## src/rtl/cnt_down_pkg.sv

```systemverilog
// Shared definitions for the cnt_down countdown stage.
//   - FSM state encoding (legacy 2-bit constants)
//   - presc_w(): width of the prescale counter, never less than 1 bit
package cnt_down_pkg;

  localparam logic [1:0] ST_IDLE  = 2'd0;
  localparam logic [1:0] ST_RUN   = 2'd1;
  localparam logic [1:0] ST_PAUSE = 2'd2;
  localparam logic [1:0] ST_DONE  = 2'd3;

  function automatic int presc_w(input int p);
    if (p <= 1) return 1;
    return $clog2(p);
  endfunction

endpackage

```

## src/rtl/cnt_down_if.sv

```systemverilog
// Control/status bundle of one cnt_down stage.
//   master : the controller (drives load/start/pause/tick_in/wrap_en)
//   slave  : the counter (drives sum/borrow/done/busy)
interface cnt_down_if #(
  parameter int BITS = 8
);

  logic            load;
  logic [BITS-1:0] load_val;
  logic            start;
  logic            pause;
  logic            tick_in;
  logic            wrap_en;
  logic [BITS-1:0] sum;
  logic            borrow;
  logic            done;
  logic            busy;

  modport master (
    output load, load_val, start, pause, tick_in, wrap_en,
    input  sum, borrow, done, busy
  );

  modport slave (
    input  load, load_val, start, pause, tick_in, wrap_en,
    output sum, borrow, done, busy
  );

endinterface

```

## src/rtl/cnt_down_tick_prescale.sv

```systemverilog
// Tick prescaler: counts qualified ticks and asserts step on the tick that
// completes a group of PRESCALE ticks.
//   clk, reset : system clock, async active-high reset
//   clear      : synchronous restart of the count (driven by load)
//   tick_q     : qualified tick
//   step       : combinational, high on the PRESCALE-th tick of a group
module cnt_down_tick_prescale
  import cnt_down_pkg::*;
#(
  parameter int PRESCALE = 1
) (
  input  logic clk,
  input  logic reset,
  input  logic clear,
  input  logic tick_q,
  output logic step
);

  localparam int            W    = presc_w(PRESCALE);
  localparam logic [W-1:0]  LAST = W'(PRESCALE - 1);

  logic [W-1:0] cnt;

  // Step is not registered so the sum update lands one clock after tick_in.
  assign step = tick_q && (cnt == LAST);

  always_ff @(posedge clk or posedge reset) begin
    if (reset) begin
      cnt <= '0;
    end else if (clear) begin
      cnt <= '0;
    end else if (tick_q) begin
      cnt <= (cnt == LAST) ? '0 : cnt + W'(1);
    end
  end

endmodule

```

## src/rtl/cnt_down.sv

```systemverilog
// Modulo-MAX down counter stage with load, start/pause control and a borrow
// pulse for cascading (borrow of one stage drives tick_in of the next).
//   clk, reset : system clock, async active-high reset
//   bus        : cnt_down_if slave -- load/load_val/start/pause/tick_in/
//                wrap_en in, sum/borrow/done/busy out (all registered)
module cnt_down
  import cnt_down_pkg::*;
#(
  parameter int MAX      = 10,
  parameter int BITS     = 8,
  parameter int PRESCALE = 1
) (
  input  logic       clk,
  input  logic       reset,
  cnt_down_if.slave  bus
);

  localparam logic [BITS-1:0] TOP = BITS'(MAX - 1);

  logic [1:0]      state, state_n;
  logic [BITS-1:0] sum_q, sum_n;
  logic            borrow_q, borrow_n;
  logic            done_q, busy_q;
  logic            tick_q, step;

  // A tick only counts while running, and loses to pause and load.
  assign tick_q = (state == ST_RUN) && bus.tick_in && !bus.pause && !bus.load;

  cnt_down_tick_prescale #(
    .PRESCALE (PRESCALE)
  ) u_prescale (
    .clk    (clk),
    .reset  (reset),
    .clear  (bus.load),
    .tick_q (tick_q),
    .step   (step)
  );

  always_comb begin
    state_n  = state;
    sum_n    = sum_q;
    borrow_n = 1'b0;
    if (bus.load) begin
      state_n = ST_IDLE;
      sum_n   = (bus.load_val > TOP) ? TOP : bus.load_val;
    end else begin
      case (state)
        ST_IDLE: begin
          if (bus.start)
            state_n = (sum_q == '0 && !bus.wrap_en) ? ST_DONE : ST_RUN;
        end
        ST_RUN: begin
          if (bus.pause) begin
            state_n = ST_PAUSE;
          end else if (step) begin
            if (sum_q != '0) begin
              sum_n = sum_q - BITS'(1);
              if (sum_q == BITS'(1) && !bus.wrap_en)
                state_n = ST_DONE;
            end else if (bus.wrap_en) begin
              sum_n    = TOP;
              borrow_n = 1'b1;
            end
          end
        end
        ST_PAUSE: begin
          if (bus.start && !bus.pause)
            state_n = ST_RUN;
        end
        default: ;
      endcase
    end
  end

  // Register stage: state and every output are updated together.
  always_ff @(posedge clk or posedge reset) begin
    if (reset) begin
      state    <= ST_IDLE;
      sum_q    <= '0;
      borrow_q <= 1'b0;
      done_q   <= 1'b0;
      busy_q   <= 1'b0;
    end else begin
      state    <= state_n;
      sum_q    <= sum_n;
      borrow_q <= borrow_n;
      done_q   <= (state_n == ST_DONE);
      busy_q   <= (state_n == ST_RUN);
    end
  end

  assign bus.sum    = sum_q;
  assign bus.borrow = borrow_q;
  assign bus.done   = done_q;
  assign bus.busy   = busy_q;

endmodule

```

## src/flat_wrapper.sv

```systemverilog
// flat-port wrapper written by rule: the top's interface ports become plain ports
module cnt_down_flat import cnt_down_pkg::*;
#(
  parameter int MAX      = 10,
  parameter int BITS     = 8,
  parameter int PRESCALE = 1
)
  (clk, reset, bus_load, bus_load_val, bus_start, bus_pause, bus_tick_in, bus_wrap_en, bus_sum, bus_borrow, bus_done, bus_busy);
  cnt_down_if #(.BITS(BITS)) bus_i ();
  input  logic clk;
  input  logic reset;
  input wire logic [$bits(bus_i.load)-1:0] bus_load;
  input wire logic [$bits(bus_i.load_val)-1:0] bus_load_val;
  input wire logic [$bits(bus_i.start)-1:0] bus_start;
  input wire logic [$bits(bus_i.pause)-1:0] bus_pause;
  input wire logic [$bits(bus_i.tick_in)-1:0] bus_tick_in;
  input wire logic [$bits(bus_i.wrap_en)-1:0] bus_wrap_en;
  output wire logic [$bits(bus_i.sum)-1:0] bus_sum;
  output wire logic [$bits(bus_i.borrow)-1:0] bus_borrow;
  output wire logic [$bits(bus_i.done)-1:0] bus_done;
  output wire logic [$bits(bus_i.busy)-1:0] bus_busy;
  assign bus_i.load = bus_load;
  assign bus_i.load_val = bus_load_val;
  assign bus_i.start = bus_start;
  assign bus_i.pause = bus_pause;
  assign bus_i.tick_in = bus_tick_in;
  assign bus_i.wrap_en = bus_wrap_en;
  assign bus_sum = bus_i.sum;
  assign bus_borrow = bus_i.borrow;
  assign bus_done = bus_i.done;
  assign bus_busy = bus_i.busy;
  cnt_down #(.MAX(MAX), .BITS(BITS), .PRESCALE(PRESCALE)) u_core (.clk(clk), .reset(reset), .bus(bus_i));
endmodule
```

## config.mk

```make
export PLATFORM = sky130hd
export DESIGN_NAME = cnt_down_flat
export DESIGN_NICKNAME = d
export VERILOG_FILES = /design/src/rtl/cnt_down_pkg.sv /design/src/rtl/cnt_down_if.sv /design/src/rtl/cnt_down_tick_prescale.sv /design/src/rtl/cnt_down.sv /design/src/flat_wrapper.sv
export SDC_FILE = /design/constraint.sdc
export NUM_CORES = 1
export LEC_CHECK = 0
export BUFFER_PORTS_ARGS = -buffer_cell sky130_fd_sc_hd__buf_2
export CORE_MARGIN = 8
export CORE_UTILIZATION = 50
export DETAILED_ROUTE_END_ITERATION = 10
export PLACE_DENSITY = 0.78
export SLEW_MARGIN = 20
export SYNTH_ARGS = -nofsm -noshare
export SYNTH_HDL_FRONTEND = slang
export SYNTH_SLANG_ARGS = --single-unit
```

## constraint.sdc

```tcl
create_clock -name clk -period 2.18 [get_ports clk]
set_input_delay 0.327 -clock clk [delete_from_list [all_inputs] [get_ports clk]]
set_output_delay 0.327 -clock clk [all_outputs]
set_load 0.005 [all_outputs]
```

# [Word level (Yosys, flattened, before mapping)]
# Index checks and enable logic that the tools add are counted.
[classes] addsub=2 order_cmp=1 n_eq_ne=6 mux=25 bitwise_logic=1 n_reduce_logical=18
[op_table] cell="$mux W8" count=7
[op_table] cell="$mux W2" count=8
[op_table] cell="$mux W1" count=9
[op_table] cell="$eq A8 B1 Y1 const B" count=1
[op_table] cell="$gt A8 B4 Y1 const B" count=1
[op_table] cell="$logic_not A8 Y1" count=1
[op_table] cell="$reduce_bool A8 Y1" count=1
[op_table] cell="$sub A8 B1 Y8 const B" count=1
[op_table] cell="$logic_and A1 B1 Y1" count=7
[op_table] cell="$pmux W2 S3" count=1
[op_table] cell="$reduce_bool A2 Y1" count=3
[op_table] cell="$eq A2 B1 Y1 const B" count=2
[op_table] cell="$eq A2 B2 Y1 const B" count=2
[op_table] cell="$reduce_and A4 Y1" count=1
[op_table] cell="$logic_not A1 Y1" count=3
[op_table] cell="$reduce_bool A3 Y1" count=1
[op_table] cell="$logic_not A2 Y1" count=1
[op_table] cell="$ne A2 B2 Y1 const B" count=1
[op_table] cell="$add A1 B1 Y1 const B" count=1
[op_table] cell="$not A1 Y1" count=1
[totals] regBits=14 inputBits=15 out_inout_bits=11 word_cells=59

# [Depth between registers and ports, before layout]
[logic_depth] depth_word=10 ltp_mapped=6 mapped_depth_nobuf=6

# [Modules after synthesis]
# From an unflattened synthesis, not the netlist that was laid out.
[hier_totals] cells_unflattened=96 hier_area_um2=893.4
[modules_own_cells] module="cnt_down" instances=1 cells_each=95 area_each_um2=885.8 seq_area_each_um2=325.3
[modules_own_cells] module="cnt_down_tick_prescale" instances=1 cells_each=1 area_each_um2=7.5 seq_area_each_um2=0.0

# [Worst setup path before layout]
# OpenSTA, ideal clock, no wires.
[synth_path] path_kind="register -> register" startpoint="register u_core.sum_q[0] (netlist: u_core.bus.sum[0])" endpoint="register u_core.sum_q[0] (netlist: u_core.bus.sum[0])" setup_time_ns=0.125 arrival_time_ns=1.826 required_time_ns=2.055 path_slack_ns=0.229 stages_incl_launch_ff=7 path_buffers=0 period_less_slack_ns=1.951 cell_sequence="dfrtp_1 > inv_1 > ha_1 > or4b_4 > nor3_4 > o21a_4 > mux2_4"
[synth_via] elab_chain_len=6 word_cells_on_any_way=9 cone_classes="1 x add/sub; 5 x mux; 3 x reduce/logical"
[synth_rtl] element="start: declaration" line_no="cnt_down.sv:21" source="logic [BITS-1:0] sum_q, sum_n;"
[synth_rtl] element="start signal: assignment" line_no="cnt_down.sv:85" source="sum_q <= sum_n;"
[synth_rtl] element="$sub A8 B1 Y8 or $reduce_bool A8 Y1 (tied branches)" line_no="cnt_down.sv:57, cnt_down.sv:56"
[synth_rtl] element="$mux W8" line_no="cnt_down.sv:56" source="if (sum_q != '0) begin"
[synth_rtl] element="$mux W8" line_no="cnt_down.sv:55" source="end else if (step) begin"
[synth_rtl] element="$mux W8" line_no="cnt_down.sv:53" source="if (bus.pause) begin"
[synth_rtl] element="$mux W8" line_no="cnt_down.sv:47" source="case (state)"
[synth_rtl] element="$mux W8" line_no="cnt_down.sv:43" source="if (bus.load) begin"
# Several ways; a longest one is shown, not always the timed one. The select of a mux whose other input is x is not followed.
# A chain may end at the register's enable or synchronous reset.

# [Worst setup path after layout]
[layout_path] startpoint="register u_core.sum_q[1] (netlist: u_core.bus.sum[1])" endpoint="register u_core.sum_q[0] (netlist: u_core.bus.sum[0])"
[layout_via] elab_chain_len=6 word_cells_on_any_way=8 cone_classes="5 x mux; 3 x reduce/logical"
[layout_rtl] element="$reduce_bool A8 Y1 *" line_no="cnt_down.sv:56"
[layout_rtl] element="$mux W8" line_no="cnt_down.sv:56"
[layout_rtl] element="$mux W8" line_no="cnt_down.sv:55"
[layout_rtl] element="$mux W8" line_no="cnt_down.sv:53"
[layout_rtl] element="$mux W8" line_no="cnt_down.sv:47"
[layout_rtl] element="$mux W8" line_no="cnt_down.sv:43"
# Mark *: on every way between the ends. The rest lies on a longest branch, timed or not. The select of a mux whose other input is x is not followed.

==> results.cfg <==
[sta]
max_slew.worst_pin.slew_ps = 504.4
finalMaxSlewViolations = 0
finalHoldViolCount = 0
skew_ps = 2.981
min_period_ps = 2055
finalSetupTns_ps = 0
fin_crit_sh = 0.9427
setup_slack_ps = 124.9
fmax_ghz = 0.4866
slew_headroom = 0.6634
setup_viol = 0
rsz0062_at_grt = no

[finish]
seqCellArea_um2 = 325.3
multiInputGateArea_um2 = 521.8
diodes = 0
fillers = 145
fin_nets = 138
drive_above_1_share = 0.3277
synthToLayoutAreaGrowth_pct = 20.62
final_area_um2 = 1069

[pwr]
peakVddDrop_uv = 306.3
p_per_area_nw_per_um2 = 591.7
totalPowerFinal_uw = 632.3
p_leak_uw = 0.0005114

[yosys]
netlist_area_um2 = 885.9
synth_edf_count = 0
ys_ff_latch = 13
synth_cell_type_count = 41
synth_seq_area_share = 0.3672
synth_nets = 108
ys_async_sr_fraction = 1.000
synth_largest_type_area_fraction = 0.3672
synth_warnings = 0
synth.area.top_cells = dfrtp_1 (37%), ha_1 (4.2%), inv_1 (3.8%)
synth.avg_cell_area_um2 = 9.843
ys.flop_type = dfrtp_1
synth_cells = 90
yosysTopAreaCell = dfrtp_1

[hold_path]
hold_class = in -> async

[grt]
grt.total_usage = 0.1338
grt_start_max_net_pins = 14
first_global_vias = 811
grt_pass1_wl_um = 3539
antenna_found_initial = 0
grt-ovfl-total = 0

[drt]
ant_nets = 0
drt_iter0_drc = 34
vias = 821
avgRoutedWirePerCell_um = 16.19
route.detailed.drc = 0
firstDrtPassIters = 4
viasPerCell = 6.037
wirelength_um = 2202

[placement]
gp_congestion = 0.9578
portBuffers = 25
dp_hpwl_um = 1714
dpl_cell_area_um2 = 1040
post-place-ws_ps = 115.6

[worst_setup_path]
critPathMaxFanout = 5
startpoint = u_core.bus.sum[1]
reg2reg_from = u_core.bus.sum[1]
critPathCaptureType = register
critical_path_required_ps = 2350
worst_r2r_path_depth = 6
crit_arrival_ps = 2230
critPathKind = reg -> reg
cp-start-kind = register

[floorplan]
start_util = 0.5244
num_rows = 15
die_h_um = 58.09
die_w_um = 58.09
core_um2 = 1689
die_area_um2 = 3374
ios = 26

[clock_network]
cts_tree = done
cts_buffers = 3
clk-insertion-delay-late_ps = 280
holdBufCountCts = 0
cts_setup_buffers = 0
path_clk_slew_ps = 80
clock_sinks = 13
root_buffer = clkbuf_4
ctsHtreeMaxLevel = 1
cts.path.max_buffers = 2

[outcome]
status = complete, no violations

[job]
maxCapViolations = 0
[critical path, cell delays in order (launching register included)]
cell     delay [ps]
dfrtp_1         430
inv_1           120
ha_2            220
or4b_4          500
nor3_4          200
o21a_4          180
mux2_4          300
[registers in the layout (all words and copies together) (netlist names)]
signal and cells:
u_core.bus.borrow 1, u_core.state 2, u_core.bus.sum 8, u_core.bus.done 1, u_core.bus.busy 1
[Yosys cell counts (3+ instances only)]
| cell type | n |
|---|---|
| dfrtp_1 | 13 |
| inv_1 | 9 |
| a21oi_1 | 6 |
| nor2_1 | 5 |
| nand3_1 | 4 |
| nor3_1 | 4 |
| a211oi_1 | 3 |
| ha_1 | 3 |
| nand2_1 | 3 |
| o21ai_0 | 3 |
[cells in the final DEF (no fill, tap or decap), drive strengths merged]
master	count
o41ai	2
nor2b	1
a22o	1
a211o	1
nor4b	2
a2111o	1
or4b	1
a21oi	6
nand4	1
and4bb	1
xor2	1
or3	1
and4b	1
nor3	6
a2bb2oi	1
o22ai	1
mux2i	2
a211oi	3
clkbuf	4
nand4bb	1
inv	9
a21o	1
o21ai	3
mux2	2
nor2	5
dfrtp	13
nand3b	1
or4	1
nand2	3
a31oi	1
buf	27
and3	2
o21ba	1
o21a	1
a221oi	1
nand3	4
a32oi	1
ha	3
a21boi	2
[timing repair]
action                     CTS  global route
setup endpoints to repair    0             2
hold endpoints to repair     0             0
resized for setup            0             1
[final cells by class]
| type | count | share of cell area |
|---|---|---|
| repair buffers | 27 | 0.1311 |
| inverters | 9 | 0.03162 |
| multi-input cells | 66 | 0.4883 |
| well taps | 17 | 0.01991 |
| flip-flops and latches | 13 | 0.3045 |
| clock buffers | 4 | 0.02459 |
[stage by stage]
step                hold WS [ps]    util  instances
floorplan                  204.0       -         90
CTS                        66.44  0.6311        136
global route               99.11  0.6326        136
detailed placement         373.9  0.6156        132
finish                     55.61  0.6326        136
global placement           369.1  0.6156        132
[kinds of logic (layout without fill, tap and decap cells)]
logic type                 Yosys count  count (layout)  synth area share
adders and majority gates            3               3           0.04238
muxes                                4               4           0.05650
and+or+nand+nor                     31              31            0.2514
DFF                                 13              13            0.3672
buffers and inverters               11              40           0.04661
xor gates and xnor gates             1               1          0.009889
AOI/OAI and AO/OA                   27              27            0.2260
[path summary, 6_finish.rpt]
| path | endpoint | slack, ps |
|---|---|---|
| min in group clk | u_core.state[0] | 300 |
| hold reg to reg | u_core.bus.sum[1] | 610 |
| setup / recovery | u_core.bus.sum[0] | 120 |
| setup reg to reg | u_core.bus.sum[0] | 120 |
| hold / removal | u_core.bus.borrow | 60 |
| max in group asynchronous | u_core.bus.sum[3] | 1780 |
[report_power, final]
group,internal (uW),switching [uW]
Combinational,94.6,99.0
Sequential,261,25.3
Clock,71.2,81.2
[routing by layer]
metal	wire (um)	part of all wire	GRT usage	vias up
met5	0	0	0	-
met4	57	0.026	0.08392	0
met3	146	0.066	0.02870	7
met2	1054	0.48	0.2309	34
met1	944	0.43	0.1449	380
li1	-	-	-	400
Power figures use the tool's default switching activity.
